File: config.mk
export PLATFORM = sky130hd
export DESIGN_NAME = sb_tx_serializer
export DESIGN_NICKNAME = d
export VERILOG_FILES = /design/src/rtl/sb_tx_pkg.sv /design/src/rtl/sb_tx_serializer.sv
export SDC_FILE = /design/constraint.sdc
export NUM_CORES = 1
export LEC_CHECK = 0
export ABC_AREA = 1
export BUFFER_PORTS_ARGS = -buffer_cell sky130_fd_sc_hd__buf_4
export CAP_MARGIN = 10
export CORE_MARGIN = 4
export CORE_UTILIZATION = 50
export CTS_CLUSTER_SIZE = 20
export DETAILED_ROUTE_END_ITERATION = 7
export PLACE_DENSITY = 0.76
export RECOVER_POWER = 25
export SLEW_MARGIN = 0
export SYNTH_ARGS = -nofsm -noshare
export SYNTH_HDL_FRONTEND = slang
export SYNTH_SLANG_ARGS = --single-unit
File: constraint.sdc
create_clock -name pll_clk -period 1.51 [get_ports pll_clk]
set_clock_uncertainty 0.15 [all_clocks]
set_input_delay 0.151 -clock pll_clk [delete_from_list [all_inputs] [get_ports pll_clk]]
set_output_delay 0.151 -clock pll_clk [all_outputs]
set_load 0.005 [all_outputs]
File: src/rtl/sb_tx_pkg.sv
// -----------------------------------------------------------------------------
// sb_tx_pkg
//   Shared types and constants for the sideband transmit serializer.
//   - sb_tx_state_e : serializer FSM state (IDLE / SHIFT / GAP)
//   - SB_PKT_UI     : UI per sideband packet (default packet width)
//   - SB_GAP_UI     : mandatory idle UI after each packet
//   - sb_max        : helper used to size the shared SHIFT/GAP counter
// -----------------------------------------------------------------------------
`timescale 1ns/1ps

package sb_tx_pkg;

    typedef enum logic [1:0] {
        IDLE  = 2'd0,
        SHIFT = 2'd1,
        GAP   = 2'd2
    } sb_tx_state_e;

    localparam int SB_PKT_UI = 64;
    localparam int SB_GAP_UI = 32;

    function automatic int sb_max(input int a, input int b);
        return (a > b) ? a : b;
    endfunction

endpackage : sb_tx_pkg

File: src/rtl/sb_tx_serializer.sv
// -----------------------------------------------------------------------------
// sb_tx_serializer
//   Accepts one DATA_W-bit sideband packet over a valid/ready handshake and
//   shifts it out LSB-first on TXDATASB, one bit per pll_clk cycle. clk_en
//   gates the sideband clock controller so TXCKSB toggles only while data
//   bits are on the lane. Each packet is followed by GAP_UI idle UI with
//   data and clock enable both low.
//
// Ports
//   pll_clk     in   sideband bit clock, rising-edge logic
//   rst_n       in   asynchronous active-low reset
//   tx_data_in  in   packet to send, bit 0 transmitted first
//   tx_valid    in   tx_data_in holds a packet
//   tx_ready    out  serializer accepts a packet this cycle (state == IDLE)
//   TXDATASB    out  serial sideband data lane (registered)
//   clk_en      out  clock-controller enable (registered)
//   tx_busy     out  a packet or its idle gap is in progress
// -----------------------------------------------------------------------------
`timescale 1ns/1ps

module sb_tx_serializer
    import sb_tx_pkg::*;
#(
    parameter int DATA_W = SB_PKT_UI,
    parameter int GAP_UI = SB_GAP_UI
) (
    input  logic              pll_clk,
    input  logic              rst_n,
    input  logic [DATA_W-1:0] tx_data_in,
    input  logic              tx_valid,
    output logic              tx_ready,
    output logic              TXDATASB,
    output logic              clk_en,
    output logic              tx_busy
);

    // One counter serves both the SHIFT and the GAP phase.
    localparam int CNT_W = sb_max(sb_max($clog2(DATA_W), $clog2(GAP_UI)), 1);

    localparam logic [CNT_W-1:0] SHIFT_LAST = CNT_W'(DATA_W - 1);
    localparam logic [CNT_W-1:0] GAP_LAST   = CNT_W'(GAP_UI - 1);

    sb_tx_state_e      state_q;
    logic [DATA_W-1:0] shreg_q;
    logic [CNT_W-1:0]  cnt_q;
    logic              txd_q;
    logic              clk_en_q;

    // Bit 0 is launched into txd_q on the handshake edge, so shreg_q holds the
    // packet already shifted by one: its bit 0 is always the next bit to send.
    // This keeps the pins flop-driven while bit 0 still appears one cycle
    // after the handshake.
    always_ff @(posedge pll_clk or negedge rst_n) begin
        if (!rst_n) begin
            state_q  <= IDLE;
            shreg_q  <= '0;
            cnt_q    <= '0;
            txd_q    <= 1'b0;
            clk_en_q <= 1'b0;
        end else begin
            unique case (state_q)
                IDLE: begin
                    if (tx_valid) begin
                        shreg_q  <= {1'b0, tx_data_in[DATA_W-1:1]};
                        txd_q    <= tx_data_in[0];
                        clk_en_q <= 1'b1;
                        cnt_q    <= '0;
                        state_q  <= SHIFT;
                    end
                end

                SHIFT: begin
                    if (cnt_q == SHIFT_LAST) begin
                        // Last bit has been on the lane for its UI: data and
                        // clock enable drop together for the idle gap.
                        txd_q    <= 1'b0;
                        clk_en_q <= 1'b0;
                        cnt_q    <= '0;
                        state_q  <= GAP;
                    end else begin
                        txd_q    <= shreg_q[0];
                        shreg_q  <= {1'b0, shreg_q[DATA_W-1:1]};
                        cnt_q    <= cnt_q + CNT_W'(1);
                    end
                end

                GAP: begin
                    if (cnt_q == GAP_LAST) begin
                        cnt_q   <= '0;
                        state_q <= IDLE;
                    end else begin
                        cnt_q   <= cnt_q + CNT_W'(1);
                    end
                end

                default: begin
                    txd_q    <= 1'b0;
                    clk_en_q <= 1'b0;
                    cnt_q    <= '0;
                    state_q  <= IDLE;
                end
            endcase
        end
    end

    assign tx_ready = (state_q == IDLE);
    assign tx_busy  = (state_q != IDLE);
    assign TXDATASB = txd_q;
    assign clk_en   = clk_en_q;

endmodule : sb_tx_serializer

# Yosys cells after proc, flatten, opt, wreduce, memory -nomap -nowiden
# Index checks and enable logic that the tools add are counted.
dict set report word_totals {
  register_bits 74
  word_cells 39
}
dict set report op_classes {
  n_addsub 1
  eq_ne 8
  bitwise_logic 1
  muxes 17
  reduce_logical 7
}
# operator n
set op_table {}
lappend op_table {{64-bit two-way mux} 2}
lappend op_table {{64-bit one-hot mux with 2 select lines} 1}
lappend op_table {{6-bit two-way mux} 3}
lappend op_table {{6-bit one-hot mux with 3 select lines} 1}
lappend op_table {{3-bit AND reduction} 3}
lappend op_table {{2-bit inequality test (second input constant)} 4}
lappend op_table {{6-bit by 1-bit adder with 6-bit output (second input constant)} 1}
lappend op_table {{6-bit by 5-bit equality test with 1-bit output (second input constant)} 1}
lappend op_table {{6-bit equality test (second input constant)} 1}
lappend op_table {{2-bit two-way mux} 3}
lappend op_table {{1-bit one-hot mux with 3 select lines} 2}
lappend op_table {{2-bit one-hot mux with 3 select lines} 1}
lappend op_table {{1-bit two-way mux} 4}
lappend op_table {{2-bit nonzero test} 2}
lappend op_table {{2-bit by 1-bit equality test with 1-bit output (second input constant)} 1}
lappend op_table {{2-bit equality test (second input constant)} 1}
lappend op_table {{2-bit logical NOT} 1}
lappend op_table {{2-bit AND reduction} 1}
lappend op_table {{1-bit NOT} 1}

# Logic depth before layout (Yosys ltp)
dict set report logic_depth {
  ltp_word 3
  ltp_mapped 10
  depth_no_buf 9
}

# Worst setup path before layout
# Ideal clock, no wire load.
dict set report synth_timing {
  kind {reg-to-reg}
  startpoint {register state_q[0]}
  endpoint {register shreg_q[34]}
  synth_period_minus_slack_ns 1.705
  required_time_ns 1.294
  t_arrival_ns 1.488
  stages_incl_launch_ff 9
  setup_ns 0.066
  setup_slack_ns -0.195
  cell_sequence {dfrtp_1 -> inv_1 -> ha_1 -> inv_2 -> nor2_4 -> a21oi_4 -> clkbuf_1 -> nand3_1 -> nand2_1}
}
dict set report synth_between {
  elab_chain_cells 3
  word_cells_on_any_way 7
  classes_between {3 x eq/ne; 1 x mux; 3 x reduce/logical}
}
# item line_no
set synth_rtl {}
lappend synth_rtl {{from (decl)} sb_tx_serializer.sv:43} ;# sb_tx_state_e state_q;
lappend synth_rtl {{from (signal assigned)} sb_tx_serializer.sv:55} ;# state_q <= IDLE;
lappend synth_rtl {{from (signal assigned)} sb_tx_serializer.sv:68} ;# state_q <= SHIFT;
lappend synth_rtl {{from (signal assigned)} sb_tx_serializer.sv:79} ;# state_q <= GAP;
lappend synth_rtl {{2-bit logical NOT *} n/a}
lappend synth_rtl {{via tx_ready} sb_tx_serializer.sv:31} ;# output logic tx_ready,
lappend synth_rtl {{2-bit inequality test (no source line) or 2-bit nonzero test (tied branches)} n/a}
lappend synth_rtl {{3-bit AND reduction (no source line)} n/a}
lappend synth_rtl {{to (signal assigned)} sb_tx_serializer.sv:64} ;# shreg_q <= {1'b0, tx_data_in[DATA_W-1:1]};
lappend synth_rtl {{to (signal assigned)} sb_tx_serializer.sv:82} ;# shreg_q <= {1'b0, shreg_q[DATA_W-1:1]};
lappend synth_rtl {{to (decl)} sb_tx_serializer.sv:44} ;# logic [DATA_W-1:0] shreg_q;
# The timed path passes the listed nets; every way through them passes the cells marked *.
# A chain may end at the register's enable or synchronous reset.

# Final worst setup path
dict set report layout_timing {
  startpoint {register state_q[0]}
  endpoint {register shreg_q[2]}
}
dict set report layout_between {
  elab_chain_cells 3
  word_cells_on_any_way 7
  classes_between {3 x eq/ne; 1 x mux; 3 x reduce/logical}
}
# item line_no
set layout_rtl {}
lappend layout_rtl {{2-bit by 1-bit equality test with 1-bit output or 2-bit logical NOT (tied branches)} sb_tx_serializer.sv:61} ;# unique case (state_q)
lappend layout_rtl {{2-bit inequality test (no source line) or 2-bit nonzero test (tied branches)} n/a}
lappend layout_rtl {{3-bit AND reduction (no source line)} n/a}
# Parallel ways exist; a longest one is shown, timed or not.

==> run summary <==
The flow ran to the end, but the final reports show violations. The final reports fail on setup timing. In this run the deepest clock path goes through 2 buffers.

The tools report the first-pass detailed-route iteration total as 5. Summing all non-filler instances in the final layout gives an area of 5927 sq um. The number of nets still failing antenna checks after routing was 0; the clock-pin transition on the worst setup and hold timing paths was 0.09 ns.

The startpoint type of the worst setup path was a flip-flop. The row count came out at 31. For the count of yosys warnings during synthesis, the log shows 0. Based on the critical path, the design can be clocked at up to 0.5799 GHz. The logs give -0.2025 ns for the placement-stage worst setup slack and 12,040 um for the post-detailed-routing wire length.

The TritonCTS buffer count is 9, and the maximum fanout along the worst path is 8. Headroom to the max-slew limit came out at 62.15%. The critical path capture point type was a flip-flop.

Setup repair after global routing could not meet its margin everywhere. Sorting the synthesized cells by area gives the leading types as dfrtp_1 (47%), nand2_1 (32%), nand3_1 (9.3%), buf_2 (2.3%), ha_1 (1.6%). The synthesis-to-finish area growth was 52.71%. The root buffer cell chosen for the clock tree is clkbuf_8.

The prevailing post-synth register cell is dfrtp_1. Synthesis produced a netlist whose cell count is 556. Setup violations remaining at the end of the flow were counted as 73.

The floorplan step defined a die boundary enclosing 9236 sq um. The die is 96.11 um tall. After synthesis, the netlist uses 22 different library cells. The tightest min-delay check is of the in2reg type.

The required time at the worst-slack endpoint is 1.65 ns, and the power density relative to cell area is 2033 nW/um^2. The detailed-route DRC error count is 0, and the I/O pin count is 71. The logs give 3,924 for the number of global-route vias before repair and 52.39% for the effective utilization at floorplan. The final critical path time including I/O delays and setup was 1.724 ns. The most frequent cell after synthesis is nand2_1.

Of all flip-flops after synthesis, the portion carrying an async set or reset was 100.0%. The worst path arrival time was 1.87 ns. The tree built by TritonCTS fans out to 73 sinks. The run gives 778 as the total number of nets in the final design.

In this run the cell area of the synthesized design comes to 3881 sq um. After detailed routing, the number of vias per cell comes to 5.243. The initial antenna violation count was 0. The first global-routing pass estimated 17,950 um of wire. The count of buffers from port buffering is 70, and the count of placed standard cells in the final layout, fillers left out is 810. The synthesized design devotes to its leading area cell type 47.07% of total area. The tools report the number of DRC violations after detailed-routing iteration 0 as 399. The static leakage came out at 3.213 nW. The final max-slew violation count was 0; the fraction of final layout cells sized beyond drive strength 1 was 26.16%. The number of inserted diodes came out at 0. The max-capacitance violation count is 0.

The synthesized design contains 0 enable-type register cells. For this run the aggregate overflow at the end of global routing stands at 0. By count the netlist is led by nand2_1 (335), dfrtp_1 (73), nand3_1 (72), buf_2 (18), inv_1 (11). Average size of a mapped cell: 6.981 sq um.

The global-route usage over all layers was 24.92%; the floorplan die width was 96.11 um. In this run the cell area measured after placement is 4715 sq um. The ratio of final minimum period to clock period works out to 114.2%. TritonCTS built the clock tree.

The number of filler cells placed in the layout is 460. The worst-case IR drop observed on VDD is 0.001014 V. The number of hold violations in the final report is 0. The placed cell count came out at 724.

The region available for standard cell placement spans 7408 sq um. The clock reaches the later pin of the worst-skew pair after 0.35 ns. In this run the number of H-tree levels came out at 3.

Entering global routing, the biggest net connects 43 pins. Summed over all nets, the half-perimeter wirelength after detailed placement is 6107 um. For the pin with the worst max-slew slack, the measured transition is 0.5677 ns.

Dividing the detail-routed wire length by the instance count gives 14.87 um. In this run, synthesis produced a sequential element count of 73. The congestion estimate from routability-driven global placement came to 0.8264. The number of nets handed over by synthesis was 628. The total via count in the routed design was 4,247. The synthesized design spends more area on one cell type than any other, namely dfrtp_1. The critical path in this run is classified as reg2reg. The worst setup margin is -0.2145 ns. Summing the sequential cell areas from Yosys gives 47.07% of the chip area.
## worst max-delay path: stages (launching register included)
cell       delay, ns
dfrtp_2         0.42
inv_2           0.06
ha_4            0.16
inv_4           0.08
nor2_4          0.05
a21oi_4         0.20
buf_6           0.19
clkbuf_16       0.16
nand3_1         0.09
nand2_1         0.08
## final timing paths
check / start / end / slack, ns / depth (start not counted)
worst min register to register: shreg_q[8] / shreg_q[8] / 0.33 / 2
min in group asynchronous: rst_n / cnt_q[4] / 0.16 / 2
worst min-delay path: tx_data_in[43] / shreg_q[42] / 0.005 / 5
worst max-delay path: state_q[0] / shreg_q[2] / -0.21 / 9
worst max register to register: state_q[0] / shreg_q[2] / -0.21 / 9
max in group asynchronous: rst_n / shreg_q[24] / 0.15 / 3
## power by group
part	internal, mW	leakage, nW	switching [mW]
Sequential	2.88	0.916	0.535
Combinational	3.07	2.18	3.78
Clock	1.02	0.115	0.772
Total	6.97	3.21	5.08
## final cells by class
class	count	area (sq um)	share of cell area, %
Tap cell	99	123.9	2.090
Sequential cell	73	1828	30.84
Timing Repair Buffer	172	1638	27.63
Clock inverter	5	77.57	1.309
Clock buffer	11	151.4	2.554
Inverter	13	61.31	1.034
Multi-Input combinational cell	437	2047	34.54
## flip-flops by register name (all words and copies together), names as in the netlist
register / cells
shreg_q: 63
cnt_q: 6
state_q: 2
TXDATASB: 1
clk_en: 1
## per-layer routing
metal,GRT usage [%],wire length [um],part of all wire [%]
met2,42.04,6143,51
met4,10.90,437,3.6
met1,32.29,4768,40
met5,0,0,0
met3,2.737,691,5.7
## logic make-up after synthesis
group                      count (synthesis)  synth area share [%]
buffers and inverters                     46                 5.609
adders and majority gates                  5                 1.612
and+or+nand+nor                          417                 43.17
AOI/OAI and AO/OA                         13                 2.096
DFF                                       73                 47.07
xor gates and xnor gates                   2                0.4514
## through the flow
stage               power [mW]  hold WS [ns]  utilization, %  TNS, ns
floorplan                6.856       -0.2946               -   -6.164
global placement         8.300      -0.08945           63.64   -8.755
detailed placement       8.474      -0.08700           63.64   -11.39
CTS                      11.13      0.002647           76.76   -9.075
finish                   12.05      0.005126           80.00   -11.44
global route             12.86       0.01636           80.00   -17.87
## cells in the final DEF (no fill, tap or decap), types with 2 or more instances in the layout
cell type / instances
buf_4: 95
dlygate4sd3_1: 56
nand2_4: 4
a21oi_2: 4
buf_6: 7
ha_4: 3
clkinv_2: 2
inv_4: 2
nand2_1: 315
clkbuf_8: 11
nand3_4: 2
clkbuf_16: 2
nand3_1: 68
nor2_1: 3
nand3_2: 3
inv_2: 3
nor2_2: 3
inv_1: 7
dfrtp_1: 72
buf_12: 7
nand2_2: 17
bufinv_16: 2
buf_16: 3
o21ai_2: 4
## repair_timing
action                                  in CTS  in global routing
hold endpoints to repair                   128                  0
resized for setup                           21                 50
setup buffers                                4                  5
cloned                                       3                  2
pin swaps                                   16                 33
endpoints found under the setup margin      75                 75
hold buffers                                56                  0
Power figures use the tool's default switching activity.
